--- src/rtl/bus_control_sequencer_if.sv ---
// bus_control_sequencer_if: instruction/handshake inputs and datapath control strobes
interface bus_control_sequencer_if;
    logic [31:0] IR;
    logic        mem_done;
    logic [15:0] Rin;
    logic [15:0] Rout;
    logic        PCout;
    logic        Zlowout;
    logic        Zhighout;
    logic        MDRout;
    logic        HIout;
    logic        LOout;
    logic        Cout;
    logic        PCin;
    logic        MARin;
    logic        MDRin;
    logic        IRin;
    logic        Yin;
    logic        Zin;
    logic        HIin;
    logic        LOin;
    logic        IncPc;
    logic        read;
    logic        write;
    logic [3:0]  control;
    logic        run;
    logic        err;
    modport master (
        input  IR, mem_done,
        output Rin, Rout, PCout, Zlowout, Zhighout, MDRout, HIout, LOout, Cout,
               PCin, MARin, MDRin, IRin, Yin, Zin, HIin, LOin,
               IncPc, read, write, control, run, err
    );
    modport slave (
        output IR, mem_done,
        input  Rin, Rout, PCout, Zlowout, Zhighout, MDRout, HIout, LOout, Cout,
               PCin, MARin, MDRin, IRin, Yin, Zin, HIin, LOin,
               IncPc, read, write, control, run, err
    );
endinterface

--- src/rtl/bus_control_sequencer.sv ---
// bus_control_sequencer: fetch/decode/execute step sequencer driving the single-bus datapath
module bus_control_sequencer #(
    parameter int MEM_WAIT_MAX = 15
) (
    input logic                     clk,
    input logic                     reset,
    bus_control_sequencer_if.master bus
);
    typedef enum logic [3:0] {T0, T1, T2, T3, T4, T5, T6, T7, HALT} state_t;
    localparam logic [4:0] OP_LD   = 5'b00000;
    localparam logic [4:0] OP_LDI  = 5'b00001;
    localparam logic [4:0] OP_ST   = 5'b00010;
    localparam logic [4:0] OP_ADD  = 5'b00011;
    localparam logic [4:0] OP_OR   = 5'b00110;
    localparam logic [4:0] OP_ADDI = 5'b01100;
    localparam logic [4:0] OP_MUL  = 5'b01111;
    localparam logic [4:0] OP_HALT = 5'b11011;
    localparam int WW = $clog2(MEM_WAIT_MAX + 1);
    localparam logic [WW-1:0] WAIT_LAST = WW'(MEM_WAIT_MAX - 1);
    state_t        state, state_nx;
    logic [WW-1:0] wait_cnt;
    logic          err_q;
    logic [4:0]    op;
    logic [3:0]    ra, rb, rc;
    logic          is_alu, is_imm, is_ld, is_st, is_mul, is_exec;
    logic          mem_step, stall, timeout;
    assign op      = bus.IR[31:27];
    assign ra      = bus.IR[26:23];
    assign rb      = bus.IR[22:19];
    assign rc      = bus.IR[18:15];
    assign is_alu  = op >= OP_ADD && op <= OP_OR;
    assign is_imm  = op == OP_ADDI || op == OP_LDI;
    assign is_ld   = op == OP_LD;
    assign is_st   = op == OP_ST;
    assign is_mul  = op == OP_MUL;
    assign is_exec = is_alu || is_imm || is_ld || is_st || is_mul;
    // a memory step is any state that waits on mem_done
    assign mem_step = state == T1 || (state == T6 && is_ld) || (state == T7 && is_st);
    assign stall    = mem_step && !bus.mem_done;
    assign timeout  = stall && wait_cnt == WAIT_LAST;
    // state, stall counter and sticky timeout flag
    always_ff @(posedge clk) begin
        if (reset) begin
            state    <= T0;
            wait_cnt <= '0;
            err_q    <= 1'b0;
        end else begin
            state    <= state_nx;
            wait_cnt <= (stall && !timeout) ? wait_cnt + 1'b1 : '0;
            err_q    <= err_q | timeout;
        end
    end
    // step sequencing from the decoded opcode and the memory handshake
    always_comb begin
        state_nx = state;
        case (state)
            T0:      state_nx = T1;
            T1:      state_nx = bus.mem_done ? T2 : T1;
            T2:      state_nx = T3;
            T3:      state_nx = op == OP_HALT ? HALT : is_exec ? T4 : T0;
            T4:      state_nx = T5;
            T5:      state_nx = (is_ld || is_st || is_mul) ? T6 : T0;
            T6:      state_nx = is_ld ? (bus.mem_done ? T7 : T6) : is_st ? T7 : T0;
            T7:      state_nx = (is_st && !bus.mem_done) ? T7 : T0;
            default: state_nx = HALT;
        endcase
        if (timeout) state_nx = HALT;
    end
    // control strobes per step; everything is forced low while reset is held
    always_comb begin
        bus.Rin      = '0;
        bus.Rout     = '0;
        bus.PCout    = 1'b0;
        bus.Zlowout  = 1'b0;
        bus.Zhighout = 1'b0;
        bus.MDRout   = 1'b0;
        bus.HIout    = 1'b0;
        bus.LOout    = 1'b0;
        bus.Cout     = 1'b0;
        bus.PCin     = 1'b0;
        bus.MARin    = 1'b0;
        bus.MDRin    = 1'b0;
        bus.IRin     = 1'b0;
        bus.Yin      = 1'b0;
        bus.Zin      = 1'b0;
        bus.HIin     = 1'b0;
        bus.LOin     = 1'b0;
        bus.IncPc    = 1'b0;
        bus.read     = 1'b0;
        bus.write    = 1'b0;
        bus.control  = 4'b0000;
        bus.run      = !reset && state != HALT;
        bus.err      = !reset && err_q;
        if (!reset) begin
            case (state)
                T0: begin
                    bus.PCout = 1'b1;
                    bus.MARin = 1'b1;
                    bus.IncPc = 1'b1;
                    bus.Zin   = 1'b1;
                end
                T1: begin
                    bus.Zlowout = 1'b1;
                    bus.PCin    = 1'b1;
                    bus.read    = 1'b1;
                    bus.MDRin   = bus.mem_done;
                end
                T2: begin
                    bus.MDRout = 1'b1;
                    bus.IRin   = 1'b1;
                end
                T3: begin
                    bus.Rout = !is_exec ? 16'h0000 : is_mul ? 16'b1 << ra : 16'b1 << rb;
                    bus.Yin  = is_exec;
                end
                T4: begin
                    bus.Zin     = 1'b1;
                    bus.Rout    = is_mul ? 16'b1 << rb : is_alu ? 16'b1 << rc : 16'h0000;
                    bus.Cout    = !is_mul && !is_alu;
                    bus.control = is_mul ? 4'b0100 : is_alu ? 4'(op - OP_ADD) : 4'b0000;
                end
                T5: begin
                    bus.Zlowout = 1'b1;
                    bus.LOin    = is_mul;
                    bus.MARin   = is_ld || is_st;
                    bus.Rin     = (is_alu || is_imm) ? 16'b1 << ra : 16'h0000;
                end
                T6: begin
                    bus.read     = is_ld;
                    bus.MDRin    = is_st || (is_ld && bus.mem_done);
                    bus.Rout     = is_st ? 16'b1 << ra : 16'h0000;
                    bus.Zhighout = is_mul;
                    bus.HIin     = is_mul;
                end
                T7: begin
                    bus.MDRout = is_ld;
                    bus.Rin    = is_ld ? 16'b1 << ra : 16'h0000;
                    bus.write  = is_st;
                end
                default: ;
            endcase
        end
    end
endmodule
--- src/flat_wrapper.sv ---
// flat-port wrapper written by rule: the top's interface ports become plain ports
module bus_control_sequencer_flat 
#(
    parameter int MEM_WAIT_MAX = 15
)
  (clk, reset, bus_IR, bus_mem_done, bus_Rin, bus_Rout, bus_PCout, bus_Zlowout, bus_Zhighout, bus_MDRout, bus_HIout, bus_LOout, bus_Cout, bus_PCin, bus_MARin, bus_MDRin, bus_IRin, bus_Yin, bus_Zin, bus_HIin, bus_LOin, bus_IncPc, bus_read, bus_write, bus_control, bus_run, bus_err);
  bus_control_sequencer_if bus_i ();
  input logic clk;
  input logic reset;
  input wire logic [$bits(bus_i.IR)-1:0] bus_IR;
  input wire logic [$bits(bus_i.mem_done)-1:0] bus_mem_done;
  output wire logic [$bits(bus_i.Rin)-1:0] bus_Rin;
  output wire logic [$bits(bus_i.Rout)-1:0] bus_Rout;
  output wire logic [$bits(bus_i.PCout)-1:0] bus_PCout;
  output wire logic [$bits(bus_i.Zlowout)-1:0] bus_Zlowout;
  output wire logic [$bits(bus_i.Zhighout)-1:0] bus_Zhighout;
  output wire logic [$bits(bus_i.MDRout)-1:0] bus_MDRout;
  output wire logic [$bits(bus_i.HIout)-1:0] bus_HIout;
  output wire logic [$bits(bus_i.LOout)-1:0] bus_LOout;
  output wire logic [$bits(bus_i.Cout)-1:0] bus_Cout;
  output wire logic [$bits(bus_i.PCin)-1:0] bus_PCin;
  output wire logic [$bits(bus_i.MARin)-1:0] bus_MARin;
  output wire logic [$bits(bus_i.MDRin)-1:0] bus_MDRin;
  output wire logic [$bits(bus_i.IRin)-1:0] bus_IRin;
  output wire logic [$bits(bus_i.Yin)-1:0] bus_Yin;
  output wire logic [$bits(bus_i.Zin)-1:0] bus_Zin;
  output wire logic [$bits(bus_i.HIin)-1:0] bus_HIin;
  output wire logic [$bits(bus_i.LOin)-1:0] bus_LOin;
  output wire logic [$bits(bus_i.IncPc)-1:0] bus_IncPc;
  output wire logic [$bits(bus_i.read)-1:0] bus_read;
  output wire logic [$bits(bus_i.write)-1:0] bus_write;
  output wire logic [$bits(bus_i.control)-1:0] bus_control;
  output wire logic [$bits(bus_i.run)-1:0] bus_run;
  output wire logic [$bits(bus_i.err)-1:0] bus_err;
  assign bus_i.IR = bus_IR;
  assign bus_i.mem_done = bus_mem_done;
  assign bus_Rin = bus_i.Rin;
  assign bus_Rout = bus_i.Rout;
  assign bus_PCout = bus_i.PCout;
  assign bus_Zlowout = bus_i.Zlowout;
  assign bus_Zhighout = bus_i.Zhighout;
  assign bus_MDRout = bus_i.MDRout;
  assign bus_HIout = bus_i.HIout;
  assign bus_LOout = bus_i.LOout;
  assign bus_Cout = bus_i.Cout;
  assign bus_PCin = bus_i.PCin;
  assign bus_MARin = bus_i.MARin;
  assign bus_MDRin = bus_i.MDRin;
  assign bus_IRin = bus_i.IRin;
  assign bus_Yin = bus_i.Yin;
  assign bus_Zin = bus_i.Zin;
  assign bus_HIin = bus_i.HIin;
  assign bus_LOin = bus_i.LOin;
  assign bus_IncPc = bus_i.IncPc;
  assign bus_read = bus_i.read;
  assign bus_write = bus_i.write;
  assign bus_control = bus_i.control;
  assign bus_run = bus_i.run;
  assign bus_err = bus_i.err;
  bus_control_sequencer #(.MEM_WAIT_MAX(MEM_WAIT_MAX)) u_core (.clk(clk), .reset(reset), .bus(bus_i));
endmodule
--- config.mk ---
export PLATFORM = sky130hd
export DESIGN_NAME = bus_control_sequencer_flat
export DESIGN_NICKNAME = d
export VERILOG_FILES = /design/src/rtl/bus_control_sequencer_if.sv /design/src/rtl/bus_control_sequencer.sv /design/src/flat_wrapper.sv
export SDC_FILE = /design/constraint.sdc
export NUM_CORES = 1
export LEC_CHECK = 0
export CORE_MARGIN = 8
export CORE_UTILIZATION = 40
export CTS_CLUSTER_DIAMETER = 120
export DETAILED_ROUTE_END_ITERATION = 8
export GPL_TIMING_DRIVEN = 0
export PLACE_DENSITY = 0.79
export SLEW_MARGIN = 10
export SYNTH_ARGS = -nofsm -noshare
export SYNTH_HDL_FRONTEND = slang
export SYNTH_SLANG_ARGS = --single-unit
export TNS_END_PERCENT = 20
--- constraint.sdc ---
create_clock -name clk -period 2.33 [get_ports clk]
set_input_delay 0.233 -clock clk [delete_from_list [all_inputs] [get_ports clk]]
set_output_delay 0.233 -clock clk [all_outputs]
set_load 0.03 [all_outputs]
==> Word-level counts from Yosys, hierarchy flattened <==
Index checks and enable logic that the tools add are counted.
{ "totals": {"input_bits": 35, "word_cells": 112, "out_inout_bits": 56, "ff_bits": 9} }
{ "op_classes": {"n_bitwise": 2, "addsub": 2, "shifts": 3, "n_eq_ne": 14, "n_lt_le_gt_ge": 2, "reduce_logical": 32, "muxes": 53} }
{ "ops": {"columns": ["op", "n"], "rows": [
  ["$mux 16", 9],
  ["$pmux 16 s3", 1],
  ["$shl 1x4->16 const A", 3],
  ["$pmux 16 s2", 1],
  ["$pmux 4 s8", 1],
  ["$mux 4", 7],
  ["$mux 1", 25],
  ["$eq 4x3->1 const B", 4],
  ["$mux 3", 4],
  ["$logic_and 1x1->1", 11],
  ["$eq 5x4->1 const B", 2],
  ["$logic_or 1x1->1", 10],
  ["$eq 4x2->1 const B", 2],
  ["$pmux 1 s2", 4],
  ["$reduce_or 2->1", 4],
  ["$eq 5x1->1 const B", 1],
  ["$eq 5x2->1 const B", 1],
  ["$eq 5x5->1 const B", 1],
  ["$ge 5x2->1 const B", 1],
  ["$le 5x3->1 const B", 1],
  ["$logic_not 1->1", 5],
  ["$logic_not 5->1", 1],
  ["$add 4x1->4 const B", 1],
  ["$eq 4x1->1 const B", 1],
  ["7 further kinds", 7]
]} }

==> Depth between registers and ports, before layout <==
Gate-level depths: netlist of the first run.
{ "logic_depth": {"ltp_word": 10, "depth_mapped": 8, "mapped_depth_nobuf": 7} }

==> Worst setup path before layout of the first run <==
Ideal clock, no wire load.
{ "synth_timing": {"kind": "input port to output port", "from": "input port bus_IR[27]", "to": "output port bus_control[0]", "required_ps": 2097, "n_path_buf": 3, "arrival_ps": 2030, "setup_slack_ps": 67, "cell_stages": 6, "cell_sequence": "ha_1 > clkbuf_1 > and4b_1 > clkbuf_1 > buf_2 > nor4_1"} }
{ "synth_via": {"elab_chain_len": 6, "elab_cells_between_ends": 9, "classes_between": "add/sub (1); order compare (2); eq/ne (1); mux (4); reduce/logical (1)"} }
{ "synth_lines": {"columns": ["item", "line_no", "text"], "rows": [
  ["from (decl)", "flat_wrapper.sv:10", "input wire logic [$bits(bus_i.IR)-1:0] bus_IR;"],
  ["$ge 5x2->1 or $le 5x3->1 (tied branches)", "bus_control_sequencer.sv:31", "assign is_alu = op >= OP_ADD && op <= OP_OR;"],
  ["$logic_and 1x1->1", "bus_control_sequencer.sv:31", null],
  ["$mux 4", "bus_control_sequencer.sv:120", "bus.control = is_mul ? 4'b0100 : is_alu ? 4'(op - OP_ADD) : 4'b0000;"],
  ["$mux 4 (*)", "bus_control_sequencer.sv:120", null],
  ["$mux 4 (*)", "bus_control_sequencer.sv:95", "case (state)"],
  ["$mux 4 (*)", "bus_control_sequencer.sv:94", "if (!reset) begin"],
  ["to (decl)", "flat_wrapper.sv:32", "output wire logic [$bits(bus_i.control)-1:0] bus_control;"]
]} }
Mark *: on every way between the ends. The rest lies on a longest branch, timed or not.

==> Worst setup path in the final report of the first run <==
{ "layout_timing": {"from": "input port bus_IR[30]", "to": "output port bus_Rout[12]"} }
{ "layout_via": {"elab_chain_len": 9, "elab_cells_between_ends": 20, "classes_between": "order compare (2); eq/ne (4); mux (7); reduce/logical (7)"} }
{ "layout_lines": {"columns": ["item", "line_no", "text"], "rows": [
  ["$ge 5x2->1, or another cell as far along", "bus_control_sequencer.sv:31", null],
  ["$logic_and 1x1->1 or $logic_or 1x1->1 (tied branches)", "bus_control_sequencer.sv:31, bus_control_sequencer.sv:32", null],
  ["$logic_or 1x1->1 (4 in a row)", "bus_control_sequencer.sv:36", "assign is_exec = is_alu || is_imm || is_ld || is_st || is_mul;"],
  ["$mux 16", "bus_control_sequencer.sv:113", "bus.Rout = !is_exec ? 16'h0000 : is_mul ? 16'b1 << ra : 16'b1 << rb;"],
  ["$pmux 16 s3 (*)", "bus_control_sequencer.sv:95", null],
  ["$mux 16 (*)", "bus_control_sequencer.sv:94", null],
  ["to (decl)", "flat_wrapper.sv:13", "output wire logic [$bits(bus_i.Rout)-1:0] bus_Rout;"]
]} }
Marked as above.

==> results.yml, run 1 <==
run_status:
  outcome: "completed"
finish:
  drive_gt1_share_pct: 28.6
  n_antenna_cell: 0
  final_common_cell: "nand3_1"
  area_growth_pct: 52.4
  nNetsFinal: 444
  final_cell_mix: "40 x nand3_1, 39 x nor2_1, 33 x buf_4"
  design_area_um2: 2920
die:
  fp.dieW_um: 85.2
  placeableCoreArea_um2: 4660
  start_util_pct: 41.2
  die_area_um2: 7270
  row_count: 25
  ioPinCount: 91
  dieHeight_um: 85.2
critical_path:
  critPathBufInv: 5
  critPathKind: "input pin to primary output"
  worstReg2RegEnd: "u_core.state[1]"
  crit_slowest_cell: "or3b_1"
  worstSetupEndpoint: "bus_Rout[12]"
  r2r_slack_ns: 0.51
  crit_family: "buffers and inverters"
  timing.rr.start: "u_core.state[2]"
  endpoint_kind: "primary output"
  crit_start: "bus_IR[30]"
  cp.depth: 10
  cp-start-kind: "input pin"
  crit_required_ns: 2.10
  cpPeakStageDelay_ns: 0.36
  crit_fanout: 10
  cpMostUsedCell: "buf_4"
  reg2reg_depth: 5
  crit_chain: "clkdlybuf4s15_1 -> buf_8 -> or3b_1 -> a21o_1 -> o211ai_1 -> buf_4 -> buf_4 -> nand3_1 -> o2111ai_1 -> buf_4"
  crit_arrival_ns: 2.04
timing:
  finalSetupViolCount: 0
  tightest_slew_ns: 0.586
  period_minus_slack_ns: 2.27
  maxSlewHeadroom_pct: 60.8
  skew_ns: 0.00482
  max_freq_mhz: 441
  fin_crit_sh_pct: 97.4
  grt_setup_unrepaired: "true"
  hold_viol_final: 0
  drv_slew: 0
job:
  maxCapViolCount: 0
grt:
  grt_max_degree: 11
  grt.overflow.total: 0
  track_usage_pct: 21.4
  grt_pass1_wl_mm: 13.1
  first_global_vias: 2679
  antenna_found_initial: 0
power_and_ir_drop:
  power_mw: 0.652
  peakVddDrop_mv: 0.182
  pwr_density_cell_nw_per_um2: 223
  cellLeakagePower_nw: 1.17
synth:
  synth_seq_cells: 9
  synth-main-ff-cell: "dfxtp_1"
  syn_inst: 316
  syn_area_um2: 1920
  yosysWarningCount: 0
  yosysUniqueCellTypes: 53
  synth_enable_flop_cells: 0
  ys_seq_area_share_pct: 9.39
  ys_async_sr_fraction_pct: 0
  syn_avg_cell_area_um2: 6.07
drt:
  first_pass_iters: 5
  routed_wl_mm: 8.22
  vias: 2875
  viasPerCell: 6.30
  antenna_left: 0
  wl_per_cell_um: 18.0
  first_iter_violations: 295
  drc: 0
worst_hold_path:
  hold_class: "input pin to flop"
placement:
  gp_congestion: 0.982
  hpwl_mm: 5.99
  postPlaceCellArea_um2: 2720
  port_buffers: 73
clock_network:
  htree_levels: 1
  clkSinkCount: 9
  clk_latency_ns: 0.24
  cts_buffer_depth: 2
  cts_root_buffer: "clkbuf_8"
  numCtsBuffers: 3
  clk_pin_slew_worst_paths_ns: 0.05
  ctsHoldBuffers: 0
  cts_tree: "done"
-- layer usage --
layer | vias up | wire length [um] | GRT usage [%]
met5 | - | 0 | 0
met4 | 0 | 229 | 8.25
met3 | 26 | 795 | 4.15
met2 | 205 | 3930 | 36.1
met1 | 1316 | 3270 | 25.8
li1 | 1328 | - | -
-- report_power, final --
group          internal, mW  switching [mW]
clock                 0.119          0.0624
sequential            0.159         0.00552
combinational         0.119           0.187
-- synth_stat cells (2+ instances only) --
cell type,number,area (um2)
a211o_1,2,17.5
a211oi_1,2,15.0
a21oi_1,9,45.0
a21oi_2,2,17.5
a31o_2,2,17.5
a31oi_1,7,43.8
and2_1,4,25.0
and3_1,5,31.3
and4b_1,2,20.0
buf_1,4,15.0
buf_2,4,20.0
buf_4,4,30.0
clkbuf_1,17,63.8
dfxtp_1,9,180
ha_1,6,75.1
inv_1,8,30.0
nand2_1,25,93.8
nand2b_1,4,25.0
nand3_1,42,210
nand4_1,14,87.6
nand4b_1,2,17.5
nor2_1,50,188
nor2b_1,14,87.6
nor3_1,9,45.0
nor3b_1,3,22.5
nor4_1,2,12.5
nor4b_1,2,17.5
o2111ai_1,8,70.1
o211ai_1,3,22.5
o21ai_0,20,100
o221ai_1,2,17.5
o22ai_1,2,12.5
o32a_1,2,20.0
or3_1,5,31.3
or4_1,2,15.0
-- worst register-to-register path, stage by stage, from the launching register on --
cell     delay (ns)
dfxtp_1        0.38
or4bb_1        0.52
o32a_1         0.24
a211o_1        0.39
nand2_2        0.12
a31oi_1        0.04
-- sequential cells by signal, summed over array words and instances, names as in the netlist --
signal / flops
u_core.state: 4
u_core.err_q: 1
u_core.wait_cnt: 4
-- stage by stage --
stage / utilization, % / setup TNS, ns / hold WS (ns) / setup slack [ns] / instances
6_report: 62.7 / 0 / 0.445 / 0.0614 / 456
2_1_floorplan: - / 0 / 0.422 / 0.0671 / 317
4_1_cts: 60.5 / 0 / 0.459 / 0.00352 / 455
5_1_grt: 62.7 / -0.104 / 0.490 / -0.0234 / 456
3_3_place_gp: 58.4 / -41.36 / 0.443 / -1.07 / 444
3_5_place_dp: 58.4 / -42.06 / 0.449 / -1.10 / 444
-- repair_timing --
action                                  4_1_cts  5_1_grt
pin swaps                                     5        8
endpoints found under the setup margin       52       44
gates cloned                                  2        0
buffers inserted                              8        1
gates resized for setup                     252       55
-- final cells by class --
class                      instances  area, um2
tap                               54       67.6
multi-input combinational        270       1720
fill                             444       1740
sequential                         9        180
buffer                            27        170
inverter                           8       37.5
timing repair buffer              84        708
clock buffer                       4       45.0
-- worst min-delay path by stage --
stage / startpoint / cells past startpoint / slack [ns] / end
finish: reset / 3 / 0.45 / u_core.state[3]
global route: reset / 3 / 0.49 / u_core.state[3]
CTS: u_core.wait_cnt[0] / 1 / 0.46 / u_core.wait_cnt[0]
detailed placement: u_core.wait_cnt[0] / 1 / 0.45 / u_core.wait_cnt[0]
global placement: u_core.wait_cnt[0] / 1 / 0.44 / u_core.wait_cnt[0]
floorplan: bus_IR[29] / 3 / 0.42 / u_core.state[0]
-- kinds of logic (layout without fill, tap and decap cells) --
kind of cell	after synthesis	count (layout)	share of synthesized area, %
other cells	1	2	0.196
flops	9	9	9.39
simple gates	193	193	52.7
buf+inv	38	123	8.87
compound gates	67	67	24.0
xor+xnor	2	2	0.913
fa+ha+maj	6	6	3.91
Power figures use the tool's default switching activity.
==> run 2, diff against run 1 <==
--- a/config.mk
+++ b/config.mk
@@ -7,7 +7,7 @@
 export LEC_CHECK = 0
 export CORE_MARGIN = 8
 export CORE_UTILIZATION = 40
-export CTS_CLUSTER_DIAMETER = 120
+export CTS_CLUSTER_DIAMETER = 100
 export DETAILED_ROUTE_END_ITERATION = 8
 export GPL_TIMING_DRIVEN = 0
 export PLACE_DENSITY = 0.79
==> results of run 2 <==
The final DEF is identical to that of run 1; final timing and power are the same.
==> run 3, diff against run 2 <==
--- a/config.mk
+++ b/config.mk
@@ -11,7 +11,6 @@
 export DETAILED_ROUTE_END_ITERATION = 8
 export GPL_TIMING_DRIVEN = 0
 export PLACE_DENSITY = 0.79
-export SLEW_MARGIN = 10
 export SYNTH_ARGS = -nofsm -noshare
 export SYNTH_HDL_FRONTEND = slang
 export SYNTH_SLANG_ARGS = --single-unit
==> results of run 3 <==
The final DEF is identical to that of run 1; final timing and power are the same.
